## config.mk

```make
export PLATFORM = sky130hd
export DESIGN_NAME = memory_unit_flat
export DESIGN_NICKNAME = d
export VERILOG_FILES = /design/src/rtl/memory_unit_if.sv /design/src/rtl/memory_unit.sv /design/src/flat_wrapper.sv
export SDC_FILE = /design/constraint.sdc
export NUM_CORES = 1
export LEC_CHECK = 0
export BUFFER_PORTS_ARGS = -buffer_cell sky130_fd_sc_hd__buf_2
export CAP_MARGIN = 25
export CORE_ASPECT_RATIO = 0.9
export CORE_MARGIN = 1
export CORE_UTILIZATION = 45
export DETAILED_ROUTE_END_ITERATION = 8
export HOLD_SLACK_MARGIN = 0.05
export PLACE_DENSITY_LB_ADDON = 0.1
export SYNTH_ARGS = -nofsm -noshare
export SYNTH_HDL_FRONTEND = slang
export SYNTH_SLANG_ARGS = --single-unit
export TNS_END_PERCENT = 20
```

## constraint.sdc

```tcl
create_clock -name clk_i -period 2.3 [get_ports clk_i]
set_input_delay 0.46 -clock clk_i [delete_from_list [all_inputs] [get_ports clk_i]]
set_output_delay 0.46 -clock clk_i [all_outputs]
set_load 0.05 [all_outputs]
```

## src/rtl/memory_unit_if.sv

```systemverilog
// memory_unit_if: data-memory write port of the memory stage.
//   DMemWAddr_o  word-aligned write address
//   DMemWData_o  lane-aligned write data
//   DMemWMask_o  byte write strobes (all zero means no write)
// master: memory stage (drives the port); slave: data memory.
interface memory_unit_if;
    logic [31:0] DMemWAddr_o;
    logic [31:0] DMemWData_o;
    logic [3:0]  DMemWMask_o;

    modport master (output DMemWAddr_o, output DMemWData_o, output DMemWMask_o);
    modport slave  (input  DMemWAddr_o, input  DMemWData_o, input  DMemWMask_o);
endinterface

```

## src/rtl/memory_unit.sv

```systemverilog
// memory_unit: memory stage of the RV32 pipeline.
// Issues data-memory writes for stores/AMOs, aligns load data, executes Zicsr
// against fflags/frm/fcsr and the cycle/instret counters, and registers the
// MW_ stage (also the second forwarding source for execute).
// Ports:
//   clk_i, reset_i (async, active low)
//   M_stall_i, W_flush_i          stage control
//   EM_*_i                        execute-to-memory pipeline register
//   fflagsSet_i                   FPU flags accrued every cycle
//   dmem_if (master)              data-memory write port
//   csrFRM_o                      current rounding mode
//   MW_*_o                        memory-to-writeback pipeline register
module memory_unit (
    input  logic        clk_i,
    input  logic        reset_i,
    input  logic        M_stall_i,
    input  logic        W_flush_i,
    input  logic [31:0] EM_PC_i,
    input  logic [31:0] EM_instr_i,
    input  logic        EM_nop_i,
    input  logic        EM_isLoad_i,
    input  logic        EM_isStore_i,
    input  logic        EM_isCSR_i,
    input  logic        EM_isAMO_i,
    input  logic [5:0]  EM_rdId_i,
    input  logic [5:0]  EM_rs1Id_i,
    input  logic [11:0] EM_csrId_i,
    input  logic [2:0]  EM_funct3_i,
    input  logic [31:0] EM_rs2_i,
    input  logic [31:0] EM_Eresult_i,
    input  logic [31:0] EM_addr_i,
    input  logic [31:0] EM_Mdata_i,
    input  logic        EM_wbEnable_i,
    input  logic [4:0]  fflagsSet_i,
    memory_unit_if.master dmem_if,
    output logic [2:0]  csrFRM_o,
    output logic [31:0] MW_PC_o,
    output logic [31:0] MW_instr_o,
    output logic        MW_nop_o,
    output logic [5:0]  MW_rdId_o,
    output logic [31:0] MW_wbData_o,
    output logic        MW_wbEnable_o
);
    localparam logic [31:0] NOP_INSTR = 32'h0000_0033;

    logic [1:0]  byte_off;
    logic [7:0]  ld_byte;
    logic [15:0] ld_half;
    logic [31:0] load_data;
    logic [3:0]  st_mask;
    logic [31:0] st_data;
    logic        mem_we;
    logic        advance;

    logic [7:0]  fcsr_q, fcsr_d;
    logic [63:0] cycle_q, cycle_d;
    logic [63:0] instret_q, instret_d;
    logic [31:0] csr_src, csr_rdata, csr_wdata;
    logic        csr_we;
    logic [31:0] wb_data;

    logic [31:0] mw_pc_q, mw_instr_q, mw_wbdata_q;
    logic [5:0]  mw_rdid_q;
    logic        mw_nop_q, mw_wben_q;
    logic        unused_bits;

    assign byte_off = EM_addr_i[1:0];
    assign advance  = !M_stall_i && !EM_nop_i;

    // Misalignment is deliberately ignored: halfwords use only o[1], words ignore o.
    always_comb begin
        ld_byte = EM_Mdata_i[7:0];
        case (byte_off)
            2'd1:    ld_byte = EM_Mdata_i[15:8];
            2'd2:    ld_byte = EM_Mdata_i[23:16];
            2'd3:    ld_byte = EM_Mdata_i[31:24];
            default: ld_byte = EM_Mdata_i[7:0];
        endcase
        ld_half = byte_off[1] ? EM_Mdata_i[31:16] : EM_Mdata_i[15:0];
        case (EM_funct3_i[1:0])
            2'b00:   load_data = EM_funct3_i[2] ? {24'b0, ld_byte} : {{24{ld_byte[7]}}, ld_byte};
            2'b01:   load_data = EM_funct3_i[2] ? {16'b0, ld_half} : {{16{ld_half[15]}}, ld_half};
            default: load_data = EM_Mdata_i;
        endcase
    end

    always_comb begin
        st_mask = 4'b1111;
        st_data = EM_rs2_i;
        if (EM_isAMO_i) begin
            st_data = EM_Eresult_i;
        end else begin
            case (EM_funct3_i[1:0])
                2'b00: begin
                    st_mask = 4'b0001 << byte_off;
                    st_data = {4{EM_rs2_i[7:0]}};
                end
                2'b01: begin
                    st_mask = byte_off[1] ? 4'b1100 : 4'b0011;
                    st_data = {2{EM_rs2_i[15:0]}};
                end
                default: ;
            endcase
        end
    end

    assign mem_we              = (EM_isStore_i || EM_isAMO_i) && advance;
    assign dmem_if.DMemWAddr_o = {EM_addr_i[31:2], 2'b00};
    assign dmem_if.DMemWData_o = st_data;
    assign dmem_if.DMemWMask_o = mem_we ? st_mask : 4'b0000;

    // funct3[2] selects the immediate (zimm) form of the CSR operand.
    assign csr_src = EM_funct3_i[2] ? {27'b0, EM_rs1Id_i[4:0]} : EM_Eresult_i;

    always_comb begin
        case (EM_csrId_i)
            12'h001: csr_rdata = {27'b0, fcsr_q[4:0]};
            12'h002: csr_rdata = {29'b0, fcsr_q[7:5]};
            12'h003: csr_rdata = {24'b0, fcsr_q};
            12'hC00: csr_rdata = cycle_q[31:0];
            12'hC80: csr_rdata = cycle_q[63:32];
            12'hC02: csr_rdata = instret_q[31:0];
            12'hC82: csr_rdata = instret_q[63:32];
            default: csr_rdata = 32'b0;
        endcase
    end

    always_comb begin
        case (EM_funct3_i[1:0])
            2'b01:   csr_wdata = csr_src;
            2'b10:   csr_wdata = csr_rdata | csr_src;
            2'b11:   csr_wdata = csr_rdata & ~csr_src;
            default: csr_wdata = csr_rdata;
        endcase
    end

    // Set/clear with a zero operand is a pure read and must not write.
    assign csr_we = EM_isCSR_i && advance &&
                    ((EM_funct3_i[1:0] == 2'b01) || (EM_funct3_i[1] && (csr_src != 32'b0)));

    always_comb begin
        fcsr_d = fcsr_q;
        if (csr_we) begin
            case (EM_csrId_i)
                12'h001: fcsr_d[4:0] = csr_wdata[4:0];
                12'h002: fcsr_d[7:5] = csr_wdata[2:0];
                12'h003: fcsr_d      = csr_wdata[7:0];
                default: ;
            endcase
        end
        fcsr_d[4:0] = fcsr_d[4:0] | fflagsSet_i;
    end

    assign cycle_d   = cycle_q + 64'd1;
    assign instret_d = advance ? instret_q + 64'd1 : instret_q;

    always_comb begin
        if (EM_isCSR_i)       wb_data = csr_rdata;
        else if (EM_isLoad_i) wb_data = load_data;
        else if (EM_isAMO_i)  wb_data = EM_Mdata_i;
        else                  wb_data = EM_Eresult_i;
    end

    always_ff @(posedge clk_i or negedge reset_i) begin
        if (!reset_i) begin
            fcsr_q      <= 8'b0;
            cycle_q     <= 64'b0;
            instret_q   <= 64'b0;
            mw_pc_q     <= 32'b0;
            mw_instr_q  <= NOP_INSTR;
            mw_nop_q    <= 1'b1;
            mw_rdid_q   <= 6'b0;
            mw_wbdata_q <= 32'b0;
            mw_wben_q   <= 1'b0;
        end else begin
            fcsr_q    <= fcsr_d;
            cycle_q   <= cycle_d;
            instret_q <= instret_d;
            if (!M_stall_i) begin
                mw_pc_q     <= EM_PC_i;
                mw_rdid_q   <= EM_rdId_i;
                mw_wbdata_q <= wb_data;
            end
            // Flush bubbles the control fields even while stalled.
            if (W_flush_i) begin
                mw_instr_q <= NOP_INSTR;
                mw_nop_q   <= 1'b1;
                mw_wben_q  <= 1'b0;
            end else if (!M_stall_i) begin
                mw_instr_q <= EM_instr_i;
                mw_nop_q   <= EM_nop_i;
                mw_wben_q  <= EM_wbEnable_i;
            end
        end
    end

    assign csrFRM_o      = fcsr_q[7:5];
    assign MW_PC_o       = mw_pc_q;
    assign MW_instr_o    = mw_instr_q;
    assign MW_nop_o      = mw_nop_q;
    assign MW_rdId_o     = mw_rdid_q;
    assign MW_wbData_o   = mw_wbdata_q;
    assign MW_wbEnable_o = mw_wben_q;

    assign unused_bits = ^{EM_rs1Id_i[5], csr_wdata[31:8]};
endmodule
```

## src/flat_wrapper.sv

```systemverilog
// flat-port wrapper written by rule: the top's interface ports become plain ports
module memory_unit_flat 
  (clk_i, reset_i, M_stall_i, W_flush_i, EM_PC_i, EM_instr_i, EM_nop_i, EM_isLoad_i, EM_isStore_i, EM_isCSR_i, EM_isAMO_i, EM_rdId_i, EM_rs1Id_i, EM_csrId_i, EM_funct3_i, EM_rs2_i, EM_Eresult_i, EM_addr_i, EM_Mdata_i, EM_wbEnable_i, fflagsSet_i, csrFRM_o, MW_PC_o, MW_instr_o, MW_nop_o, MW_rdId_o, MW_wbData_o, MW_wbEnable_o, dmem_if_DMemWAddr_o, dmem_if_DMemWData_o, dmem_if_DMemWMask_o);
  memory_unit_if dmem_if_i ();
  input  logic clk_i;
  input  logic reset_i;
  input  logic M_stall_i;
  input  logic W_flush_i;
  input  logic [31:0] EM_PC_i;
  input  logic [31:0] EM_instr_i;
  input  logic EM_nop_i;
  input  logic EM_isLoad_i;
  input  logic EM_isStore_i;
  input  logic EM_isCSR_i;
  input  logic EM_isAMO_i;
  input  logic [5:0] EM_rdId_i;
  input  logic [5:0] EM_rs1Id_i;
  input  logic [11:0] EM_csrId_i;
  input  logic [2:0] EM_funct3_i;
  input  logic [31:0] EM_rs2_i;
  input  logic [31:0] EM_Eresult_i;
  input  logic [31:0] EM_addr_i;
  input  logic [31:0] EM_Mdata_i;
  input  logic EM_wbEnable_i;
  input  logic [4:0] fflagsSet_i;
  output logic [2:0] csrFRM_o;
  output logic [31:0] MW_PC_o;
  output logic [31:0] MW_instr_o;
  output logic MW_nop_o;
  output logic [5:0] MW_rdId_o;
  output logic [31:0] MW_wbData_o;
  output logic MW_wbEnable_o;
  output wire logic [$bits(dmem_if_i.DMemWAddr_o)-1:0] dmem_if_DMemWAddr_o;
  output wire logic [$bits(dmem_if_i.DMemWData_o)-1:0] dmem_if_DMemWData_o;
  output wire logic [$bits(dmem_if_i.DMemWMask_o)-1:0] dmem_if_DMemWMask_o;
  assign dmem_if_DMemWAddr_o = dmem_if_i.DMemWAddr_o;
  assign dmem_if_DMemWData_o = dmem_if_i.DMemWData_o;
  assign dmem_if_DMemWMask_o = dmem_if_i.DMemWMask_o;
  memory_unit u_core (.clk_i(clk_i), .reset_i(reset_i), .M_stall_i(M_stall_i), .W_flush_i(W_flush_i), .EM_PC_i(EM_PC_i), .EM_instr_i(EM_instr_i), .EM_nop_i(EM_nop_i), .EM_isLoad_i(EM_isLoad_i), .EM_isStore_i(EM_isStore_i), .EM_isCSR_i(EM_isCSR_i), .EM_isAMO_i(EM_isAMO_i), .EM_rdId_i(EM_rdId_i), .EM_rs1Id_i(EM_rs1Id_i), .EM_csrId_i(EM_csrId_i), .EM_funct3_i(EM_funct3_i), .EM_rs2_i(EM_rs2_i), .EM_Eresult_i(EM_Eresult_i), .EM_addr_i(EM_addr_i), .EM_Mdata_i(EM_Mdata_i), .EM_wbEnable_i(EM_wbEnable_i), .fflagsSet_i(fflagsSet_i), .dmem_if(dmem_if_i), .csrFRM_o(csrFRM_o), .MW_PC_o(MW_PC_o), .MW_instr_o(MW_instr_o), .MW_nop_o(MW_nop_o), .MW_rdId_o(MW_rdId_o), .MW_wbData_o(MW_wbData_o), .MW_wbEnable_o(MW_wbEnable_o));
endmodule
```

==> results.md, run 1 <==
Outcome:
- The flow ran to the end, but the final reports show violations.
- The checks that failed: negative setup slack.

STA:
- The number of max-slew violations in the final report was 0.
- The final critical path takes up 100% of the cycle.
- Setup violations remaining at the end of the flow were counted as 1.
- The relative max-transition margin is 50.1%.
- The clock period minus worst slack is 2.31 ns.
- The post-layout worst setup margin is -0.00547 ns.
- The achievable frequency is 0.434 GHz.
- The setup skew after layout is 0.0136 ns.
- The measured slew at the worst slew-check pin is 0.742 ns.
- The count of endpoints failing hold in the final timing report is 0.

Global routing:
- Summed over all layers, the global routing overflow is 0.
- The number of antenna violations at the first check in global routing is 0.
- The total global routing track utilization is 29.3%.
- The number of global-route vias before repair is 12500.
- The pin count of the biggest net entering global routing is 120.
- The first global-routing pass estimated 71400 um of wire.

Place:
- Summing all placed instances gives a cell area of 17200 sq um.
- The count of buffers added on input and output ports is 345.
- The pre-CTS worst setup slack is -0.267 ns.
- At the end of routability-driven placement, the weighted congestion stood at 0.968.
- The cell total after placement is 2201.
- The placed wire-length estimate is 36300 um.

Synthesis:
- The number of enable flip-flop cells after synthesis is 0.
- The average footprint of a synthesized cell is 9.85 sq um.
- The cell area after technology mapping is 13800 sq um.
- For this run, the number of Yosys warnings is 0.
- The number of distinct standard cells referenced by the synthesized netlist is 78.
- In the synthesized netlist the dominant register cell turns out to be dfrtp_1.
- The count of mapped cells out of synthesis is 1400.
- In this run, synthesis produced a sequential element count of 240.
- Summing the sequential cell areas from Yosys gives 43.6% of the chip area.
- The async set-reset flop share out of synthesis is 100%.

Critical path:
- The arrival time reported for the critical path endpoint is 1.85 ns.
- The worst register-to-register path ends at u_core.instret_q[33].
- STA classifies the critical path endpoint as an output port.
- Of all nets on the critical path, the largest fanout is 17.
- At the worst endpoint, the required time is 1.84 ns.
- The last element of the critical path is dmem_if_DMemWData_o[26].
- By startpoint and endpoint, the worst setup path is classified as in2out.
- STA classifies the critical path startpoint as an input port.
- For flop-to-flop paths, the worst setup slack is 0.10 ns.
- The origin of the worst setup path is EM_funct3_i[0].
- The number of cells on the worst reg-to-reg path is 8.
- The launch point of the worst reg-to-reg path is u_core.instret_q[6].

Drt:
- The routed layout has 12700 vias.
- The overall routed net length is 46400 um.
- The mean number of vias per cell is 5.64.
- The first detailed-routing pass took 9 iterations.
- The number of nets still failing antenna checks after routing is 0.
- Dividing the detail-routed wire length by the instance count gives 20.6 um.
- After detailed routing, the number of remaining DRC violations is 0.
- The number of DRC violations after detailed-routing iteration 0 is 1056.

Clock tree:
- The maximum buffer depth of the clock tree is 3.
- CTS built an H-tree with a depth of 1.
- The TritonCTS buffer count is 27.
- The clock network latency to the later pin of the worst-skew pair is 0.56 ns.
- Clock-pin slew was measured on the worst setup and hold paths at 0.07 ns.
- The clock sink count is 240.
- The cell sitting at the root of the clock tree is a clkbuf_16.
- The CTS tree is yes.

Finish:
- Leaving out fill and tap cells, the most frequent cells in the layout are 342 x buf_2, 233 x dfrtp_1, 155 x buf_4.
- The post-route netlist has 38.4% of its cells at a drive strength greater than 1.
- The commonest non-fill, non-tap cell in the layout is buf_2.
- The filler cell count is 2622.
- The post-layout utilization of the core is 60.3%.
- The area overhead of the layout relative to synthesis is 31.4%.
- 0 antenna diodes ended up in the layout.
- Summing all non-filler instances in the final layout gives an area of 18100 sq um.
- For this run, the number of standard cells in the final layout without fillers is 2251.
- The final layout net count is 2065.

Pwr:
- In this run the power density over the cells is 617 nW/um^2.
- The worst IR drop on VDD is 682 uV.
- The leakage dissipation is 8.61 nW.

Floorplan:
- In this run the vertical extent of the chip is 168 um.
- The area of the die is 31300 sq um.
- The area of the core is 30000 sq um.
- For this configuration, the core starts out at a cell density of 45.9%.
- The boundary pin count is 409.
- The row count is 60.
- The horizontal die dimension is 187 um.

Run:
- The tool flagged a number of max-cap violations equal to 0.

Hold path:
- In this run the worst hold path is classified as in2reg.
[state kept, by name, indices dropped and copies added, names as in the netlist]
signal                flops
u_core.MW_instr_o        32
u_core.fcsr_q             8
u_core.MW_wbData_o       32
u_core.MW_nop_o           1
u_core.cycle_q           64
u_core.instret_q         64
u_core.MW_wbEnable_o      1
u_core.MW_rdId_o          6
u_core.MW_PC_o           32
[synthesized netlist by cell type (all sizes together) (5+ instances only)]
| library cell | count | area, sq um |
|---|---|---|
| a211o | 24 | 210 |
| nor2b | 36 | 225 |
| nand2 | 129 | 487 |
| a22oi | 8 | 60.1 |
| xor2 | 39 | 342 |
| a211oi | 29 | 218 |
| inv | 14 | 52.6 |
| nor3 | 34 | 170 |
| dfrtp | 235 | 5880 |
| nor4 | 21 | 159 |
| and3 | 32 | 205 |
| o21ai | 48 | 240 |
| a222oi | 25 | 250 |
| nand3 | 47 | 258 |
| and4 | 9 | 80.1 |
| and2 | 11 | 71.3 |
| a22o | 8 | 70.1 |
| o221ai | 6 | 52.6 |
| nand4 | 33 | 206 |
| dfstp | 5 | 131 |
| xnor2 | 94 | 823 |
| or3 | 6 | 37.5 |
| clkbuf | 62 | 236 |
| buf | 56 | 349 |
| o211ai | 5 | 37.5 |
| a21o | 6 | 45.0 |
| mux2 | 74 | 833 |
| or2 | 8 | 50.1 |
| mux2i | 71 | 711 |
| a21oi | 67 | 335 |
| nor2 | 100 | 375 |
[repair_timing]
item,4_1_cts,5_1_grt
endpoints found under the setup margin,14,30
setup buffers,0,1
pin swaps,0,2
hold buffers,1,0
gates resized for setup,4,15
gates cloned,0,0
hold endpoints to repair,52,0
[layout make-up]
cell class / count / area [sq um] / share of cell area, %
tap: 403 / 504 / 2.78
multi-input combinational: 1028 / 7440 / 41.1
inverter: 15 / 56.3 / 0.311
clock buffer: 41 / 778 / 4.30
sequential: 240 / 6010 / 33.2
timing repair buffer: 517 / 3250 / 18.0
clock inverter: 7 / 62.6 / 0.345
[critical path, cell delays in order]
cell     delay, ns
buf_2         0.18
buf_12        0.19
mux2i_1       0.19
nor2_1        0.05
a21oi_1       0.48
o21ai_4       0.06
buf_2         0.23
[layer usage]
metal / share of wire, % / track usage, % / vias up
met2: 43 / 43.7 / 546
met3: 7.2 / 5.42 / 97
li1: - / - / 5893
met1: 46 / 42.5 / 6170
met5: 0 / 0 / -
met4: 3.5 / 10.3 / 0
[kinds of logic after synthesis]
kind of cell    count (synthesis)  synth area share (%)
flops                         240                  43.6
other cells                     1                0.0272
simple gates                  486                  18.1
xor+xnor                      133                  8.45
buf+inv                       133                  4.66
mux                           149                  11.9
compound gates                256                  13.1
fa+ha+maj                       2                 0.181
[how the worst min path moves through the flow]
| stage | endpoint | slack (ns) | depth (start not counted) | start |
|---|---|---|---|---|
| after floorplan | u_core.MW_PC_o[0] | 0.16 | 0 | reset_i |
| after global placement | u_core.instret_q[5] | 0.44 | 1 | reset_i |
| after detailed placement | u_core.instret_q[5] | 0.45 | 1 | reset_i |
| after CTS | u_core.fcsr_q[1] | 0.07 | 2 | fflagsSet_i[1] |
| after global routing | u_core.fcsr_q[1] | 0.09 | 2 | fflagsSet_i[1] |
| final | u_core.fcsr_q[1] | 0.10 | 2 | fflagsSet_i[1] |
[stage by stage]
| step | setup TNS [ns] | hold WS, ns | power [mW] |
|---|---|---|---|
| 3_5_place_dp | -7.11 | 0.447 | 7.10 |
| 3_3_place_gp | -5.51 | 0.444 | 7.08 |
| 6_report | -0.00547 | 0.101 | 11.2 |
| 2_1_floorplan | -0.338 | 0.164 | 6.28 |
| 5_1_grt | -0.0300 | 0.0940 | 11.6 |
| 4_1_cts | 0 | 0.0742 | 11.2 |
[where the power goes]
group	leakage, nW	switching, mW	total, mW	internal, mW
Combinational	5.07	1.68	2.51	0.835
Sequential	3.13	0.123	4.55	4.43
Clock	0.411	1.77	4.12	2.35
Total	8.61	3.57	11.2	7.61
(Power assumes the default switching activity.)
==> inputs of run 2 (changes only) <==
- PLACE_DENSITY: unset -> 0.74
- PLACE_DENSITY_LB_ADDON: 0.1 -> unset
==> run 2 against run 1 <==
Via count grew 2.0%; first-iteration DRC count grew 33%; critical path depth grew 1; wire length shrank 0.75%; critical endpoint is now dmem_if_DMemWData_o[27]; largest cell class unchanged; the flow now finishes without violations.
==> results.md, run 2 (synthesized netlist as in run 1, its figures left out) <==
Floorplan:
- The row count is 60 (unchanged).
- The area of the die is 31300 sq um (unchanged).
- The boundary pin count is 409 (unchanged).
- The horizontal die dimension came to 187 um (unchanged).
- The area of the core is 30000 sq um (unchanged).
- The y dimension of the die is 168 um (unchanged).
- The initial core utilization is 45.9% (unchanged).

Global routing:
- The overall overflow remaining after global route is 0 (unchanged).
- The wire length of the first global-routing pass was 70200 um (-1.7%).
- The total global routing track utilization is 28.3% (-0.94 points).
- The pin count of the biggest net entering global routing is 120 (unchanged).
- The number of global-route vias before repair is 12500 (+0.22%).
- The number of antenna violations at the first check in global routing is 0 (unchanged).

Critical path:
- The critical path endpoint category is an output port.
- The arrival time reported for the critical path endpoint was 1.77 ns (-0.08 ns).
- In this design, the critical path's most frequently occurring cell is buf_2.
- The highest net fanout along the worst path came to 9 (-8).
- The data required time at the worst endpoint came to 1.84 ns (about the same).
- The signal on the critical path passes through buf_2 > buf_6 > mux2i_2 > nor2_1 > a21oi_1 > buf_4 > o21ai_4 > buf_2.
- The delay of the slowest critical-path stage is 0.30 ns (-0.18 ns).
- The type of the worst setup path is in2out.
- The launching element type of the critical path is an input port.
- The slowest stage of the critical path is the mux2i_2 cell.

Clock tree:
- The maximum buffer depth of the clock tree is 3 (unchanged).
- Clock tree synthesis selected as its root buffer the cell clkbuf_16.
- The level count of the clock H-tree is 1 (unchanged).
- The clock sink count was 240 (unchanged).
- The clock network latency to the later pin of the worst-skew pair came to 0.56 ns (about the same).
- The number of post-CTS setup repair buffers came to 0 (unchanged).
- The CTS tree is yes.
- The TritonCTS buffer count is 27 (unchanged).
- The clock transition at the registers of the reported paths came to 0.06 ns (about the same).

STA:
- The measured slew at the worst slew-check pin is 0.922 ns (+0.181 ns).
- The final-report setup violation count is 0 (-1).
- The share of the clock period used by the worst path was 96.9% (-3.3 points).
- The number of max-slew violations in the final report is 0 (unchanged).
- The achievable frequency is 0.449 GHz (+3.4%).
- The worst hold margin is 0.121 ns (+0.0201 ns).
- The setup skew after layout is 0.0173 ns (+0.00372 ns).
- The count of endpoints failing hold in the final timing report was 0 (unchanged).
- The clock period minus worst slack is 2.23 ns (-0.0767 ns).
- The relative max-transition margin is 37.8% (-12 points).

Finish:
- The filler cell count was 2530 (-3.5%).
- Leaving out fill and tap cells, the most frequent cells in the layout are 342 x buf_2, 235 x dfrtp_1, 136 x buf_4.
- The library cell used most frequently in the layout, excluding fill and tap cells, is buf_2.
- The share of layout cells above drive strength 1 is 38.0% (-0.42 points).
- The number of standard cells in the final layout excluding fillers is 2232 (-0.84%).
- The area overhead of the layout relative to synthesis is 30.7%.
- The largest registers in the layout are u_core.cycle_q: 64 flops, u_core.instret_q: 64 flops.
- The number of antenna diodes is 0 (unchanged).
- The final layout net count is 2045 (-0.97%).

Pwr:
- The switching power was 3.58 mW (+0.12%).
- The worst IR drop on VDD is 648 uV (-4.9%).
- The total power divided by cell area is 636 nW/um^2 (+3.1%).
- The leakage dissipation is 8.53 nW (-1.0%).
- The share of total power in the clock network is 38.6% (+1.8 points).
- The sequential power share came to 39.8% (-0.9 points).
- The internal power summed over all cells is 7.90 mW (+3.8%).
- The switching share of power is 31.2% (-0.78 points).
- The share of total power in combinational logic was 21.6% (-0.9 points).
- The power after layout came to 11.5 mW (+2.6%).

Drt:
- The overall routed net length came to 46100 um (-0.75%).
- The number of DRC violations after detailed-routing iteration 0 is 1404 (+33%).
- The number of nets still failing antenna checks after routing is 0 (unchanged).
- The mean number of vias per cell is 5.81 (+2.9%).
- The detailed-route wire length per cell was 20.6 um (about the same).
- The total vias in the final route came to 13000 (+2.0%).
- The first-pass iteration count of the detailed router is 7 (-2).
- The final routed DRC violation total is 0 (unchanged).

Place:
- The last weighted congestion value of the routability-driven placer is 0.976 (+0.88%).
- The placed wire-length estimate was 35400 um (-2.6%).
- The count of input and output buffers is 345 (unchanged).
- The cell total after placement is 2182 (-0.86%).

Hold path:
- The tightest min-delay check is of the in2reg type.

Outcome:
- The flow ran to the end, and the final reports show no timing, DRC or antenna violations.

Run:
- The max-cap violation count was 0 (unchanged).
-- run 2: cell types whose count changed in the layout (fill, tap and decap cells not counted), sizes merged --
cell / delta
buf: -20
bufinv: +2
clkbuf: +1
clkinv: -1
inv: -1
-- run 2: power by group through the flow --
stage / registers [mW] / clock network [mW] / logic [mW]
finish: 4.57 / 4.43 / 2.48
floorplan: 5.18 / 0 / 1.10
global placement: 4.63 / 0 / 2.41
CTS: 4.56 / 4.50 / 2.45
detailed placement: 4.63 / 0 / 2.44
global route: 4.59 / 4.67 / 2.61
-- run 2: repair_timing --
action                     in CTS  in global routing
setup endpoints to repair      11                 23
hold endpoints to repair       56                  0
hold buffers                    1                  0
resized for setup               2                 18
-- run 2: final timing paths --
check | start | to | slack [ns] | cells past startpoint
max reg2reg | u_core.instret_q[0] | u_core.instret_q[38] | 0.08 | 9
max | EM_funct3_i[0] | dmem_if_DMemWData_o[27] | 0.07 | 8
max in group asynchronous | reset_i | u_core.MW_instr_o[5] | 1.11 | 3
min | fflagsSet_i[0] | u_core.fcsr_q[0] | 0.12 | 2
min reg2reg | u_core.MW_wbData_o[0] | u_core.MW_wbData_o[0] | 0.48 | 1
min in group asynchronous | reset_i | u_core.instret_q[3] | 0.46 | 2
-- run 2: layer usage --
metal / vias up / wire, um / track usage, %
met5: - / 0 / 0
met4: 0 / 1100 / 7.70
met3: 83 / 4390 / 5.84
met2: 715 / 20300 / 42.6
met1: 6308 / 20200 / 41.4
li1: 5859 / - / -
-- run 2: cell type report --
class	instances	area, sq um	area share [%]
Clock buffer	42	812	4.51
Sequential cell	240	6010	33.4
Tap cell	403	504	2.80
Clock inverter	7	106	0.590
Inverter	15	56.3	0.312
Multi-Input combinational cell	1028	7450	41.4
Timing Repair Buffer	497	3080	17.1
-- run 2: worst max-delay path: cells and delay by family --
family	cells	cell delay, ns
simple gates	1	0.07
buf+inv	4	0.74
mux	1	0.30
compound gates	2	0.18
-- run 2: per-stage QoR --
stage               util, %  instance area, sq um  setup WS (ns)  TNS [ns]
floorplan                 -                 14000        -0.0643    -0.338
global placement       56.7                 17000         -0.188     -3.62
detailed placement     56.7                 17000         -0.204     -5.06
CTS                    59.8                 18000        0.00371         0
global route           60.0                 18000        -0.0681    -0.229
finish                 60.0                 18000         0.0713         0
==> inputs of run 3 (changes only) <==
- SETUP_SLACK_MARGIN: unset -> 0.3
==> run 3 against run 2 <==
Cell count increased by 1.4%; flip-flop and latch count unchanged; highest routed layer unchanged; power increased by 0.19%; wire length increased by 2.9%; clock skew decreased by 0.0047 ns; hold slack improved by 0.0040 ns; sequential power about the same; largest power group unchanged; critical path depth decreased by 1; non-clock buffer count increased by 32; utilization increased by 2.1 points; global-route usage increased by 0.66 points; first-iteration DRC count decreased by 5.1%.
==> results.md, run 3 (synthesized netlist as in run 1, its figures left out) <==
Drt:
- The overall routed net length is 47400 um (+2.9%).
- The first-pass iteration count of the detailed router is 9 (+2).
- The mean number of vias per cell was 5.76 (-0.90%).
- The total vias in the final route is 13000 (+0.52%).
- The final routed DRC violation total is 0 (unchanged).
- The number of DRC violations after detailed-routing iteration 0 was 1333 (-5.1%).
- The number of nets still failing antenna checks after routing was 0 (unchanged).
- The detailed-route wire length per cell is 20.9 um (+1.4%).

Floorplan:
- The area of the die is 31300 sq um (unchanged).
- The row count is 60 (unchanged).
- The y dimension of the die was 168 um (unchanged).
- The initial core utilization came to 45.9% (unchanged).
- The horizontal die dimension is 187 um (unchanged).
- The boundary pin count is 409 (unchanged).
- The area of the core came to 30000 sq um (unchanged).

Finish:
- The post-layout utilization of the core was 62.1% (+2.1 points).
- In the layout the commonest cells are 331 x buf_2, 233 x dfrtp_1, 169 x buf_4.
- The largest registers in the layout are u_core.cycle_q: 64 flops, u_core.instret_q: 64 flops.
- The library cell used most frequently in the layout, excluding fill and tap cells, is buf_2.
- The share of layout cells above drive strength 1 is 41.2% (+3.2 points).
- The final layout net count came to 2077 (+1.6%).
- The design area is 18700 sq um (+3.5%).
- The area growth from synthesis to layout is 35.3%.
- The number of standard cells in the final layout excluding fillers is 2264 (+1.4%).

Critical path:
- The highest net fanout along the worst path is 7 (-2).
- The arrival time reported for the critical path endpoint is 2.60 ns (+0.83 ns).
- The worst setup path is launched from a flop.
- The data required time at the worst endpoint is 2.77 ns (+0.93 ns).
- The setup path with the least slack is of type reg2reg.
- In this run the worst setup path begins at u_core.cycle_q[16].
- The launch point of the worst reg-to-reg path is u_core.cycle_q[16].
- The most critical setup path has its endpoint at u_core.cycle_q[49].
- The count of cells along the worst register-to-register path was 7 (-2).
- The endpoint identified for the worst register-to-register timing path is u_core.cycle_q[49].
- The worst setup path is captured at a flop.
- The slack of the worst reg-to-reg path came to 0.16 ns (+0.08 ns).

STA:
- The clock period minus worst slack came to 2.14 ns (-0.0917 ns).
- The worst hold margin was 0.125 ns (+0.00402 ns).
- Setup repair after global routing could not meet its margin everywhere.
- The relative max-transition margin is 57.6% (+20 points).
- The measured slew at the worst slew-check pin is 0.628 ns (-0.295 ns).
- The share of the clock period used by the worst path was 92.9% (-4.0 points).
- The count of endpoints failing hold in the final timing report is 0 (unchanged).
- The setup skew after layout was 0.0126 ns (-0.00470 ns).
- The final-report setup violation count is 0 (unchanged).
- The achievable frequency is 0.468 GHz (+4.3%).
- The number of max-slew violations in the final report is 0 (unchanged).

Global routing:
- The number of global-route vias before repair is 12600 (+0.47%).
- The peak-usage layer in the global routing report is met2.
- The total global routing track utilization came to 29.0% (+0.66 points).
- The routing usage on met2 was 43.4% (+0.81 points).
- The pin count of the biggest net entering global routing is 96 (-20%).
- The global-route met1 utilization is 41.8% (+0.39 points).
- The wire length of the first global-routing pass is 71100 um (+1.3%).
- The overall overflow remaining after global route is 0 (unchanged).
- The number of antenna violations at the first check in global routing is 0 (unchanged).
- The met3 track utilization from global routing came to 7.00% (+1.2 points).

Place:
- The placed wire-length estimate is 36100 um (+2.0%).
- The cell total after placement is 2182 (unchanged).
- The last weighted congestion value of the routability-driven placer is 0.946 (-3.1%).
- The count of input and output buffers is 345 (unchanged).
- The total placed instance area was 17100 sq um (+0.54%).

Hold path:
- The origin of the worst min-delay path is fflagsSet_i[1].
- The path class of the tightest hold or removal check is in2reg.

Run:
- The max-cap violation count came to 0 (unchanged).

Clock tree:
- The maximum buffer depth of the clock tree is 3 (unchanged).
- The clock transition at the registers of the reported paths is 0.06 ns (about the same).
- The tree is rooted in a clkbuf_16.
- The level count of the clock H-tree came to 1 (unchanged).
- The clock sink count is 240 (unchanged).
- The clock network latency to the later pin of the worst-skew pair is 0.55 ns (about the same).
- The TritonCTS buffer count is 27 (unchanged).
- TritonCTS built the clock tree.

Outcome:
- The flow ran to the end, and the final reports show no timing, DRC or antenna violations.

Pwr:
- The leakage dissipation is 8.82 nW (+3.5%).
- The total power divided by cell area is 616 nW/um^2 (-3.2%).
- The power after layout came to 11.5 mW (+0.19%).
- The worst IR drop on VDD is 699 uV (+7.8%).
run 3: cell types whose count changed in the layout (fill, tap and decap cells not counted), moves of 5 or more:
cell	delta
buf_4	+33
buf_2	-11
nand2_1	-11
nand2_2	+10
mux2_2	-8
mux2_4	+8
o21ai_2	-7
o21ai_4	+7
and3_1	-5
and3_4	+5
buf_6	+5
run 3: area by class of cell:
type | count | area [sq um]
clock inverter | 6 | 101
clock buffer | 41 | 778
inverter | 15 | 57.6
fill | 2491 | 11400
multi-input combinational | 1028 | 7780
sequential | 240 | 6010
antenna | 2 | 5.00
timing repair buffer | 529 | 3410
tap | 403 | 504
run 3: worst max-delay path, stage by stage, from the launching register on:
cell,delay (ns)
dfrtp_1,0.38
nand3_2,0.09
or4_4,0.58
nor4_4,0.25
buf_6,0.17
and2b_4,0.23
and3_1,0.19
xor2_1,0.16
run 3: metrics by stage:
| step | TNS (ns) | setup slack, ns |
|---|---|---|
| after floorplan | 0 | 0.0708 |
| after detailed placement | -7.21 | -0.262 |
| final | 0 | 0.163 |
| after global placement | -6.63 | -0.234 |
| after global routing | 0 | 0.0671 |
| after CTS | 0 | 0.185 |
run 3: timing repair:
item | in CTS | in global routing
hold endpoints to repair | 53 | 0
hold buffers | 1 | 0
endpoints found under the setup margin | 89 | 110
gates cloned | 0 | 1
resized for setup | 50 | 55
pin swaps | 9 | 9
setup buffers | 10 | 21
run 3: where the power goes:
group,internal [mW],total (mW),switching [mW]
Combinational,0.906,2.64,1.74
Sequential,4.43,4.56,0.129
Clock,2.56,4.30,1.74
Total,7.89,11.5,3.61
run 3: worst min path at each step:
stage                                      to  slack (ns)  depth (start not counted)
after floorplan             u_core.MW_PC_o[0]        0.16                          0
after global placement    u_core.instret_q[5]        0.42                          1
after detailed placement  u_core.instret_q[5]        0.43                          1
after CTS                    u_core.fcsr_q[1]        0.11                          2
after global routing        u_core.MW_PC_o[0]        0.12                          2
final                        u_core.fcsr_q[1]        0.12                          2
run 3: layer usage:
metal	wire, um	vias up
met2	20800	673
li1	-	5911
met1	20700	6365
met3	4630	84
met4	1290	0
met5	0	-
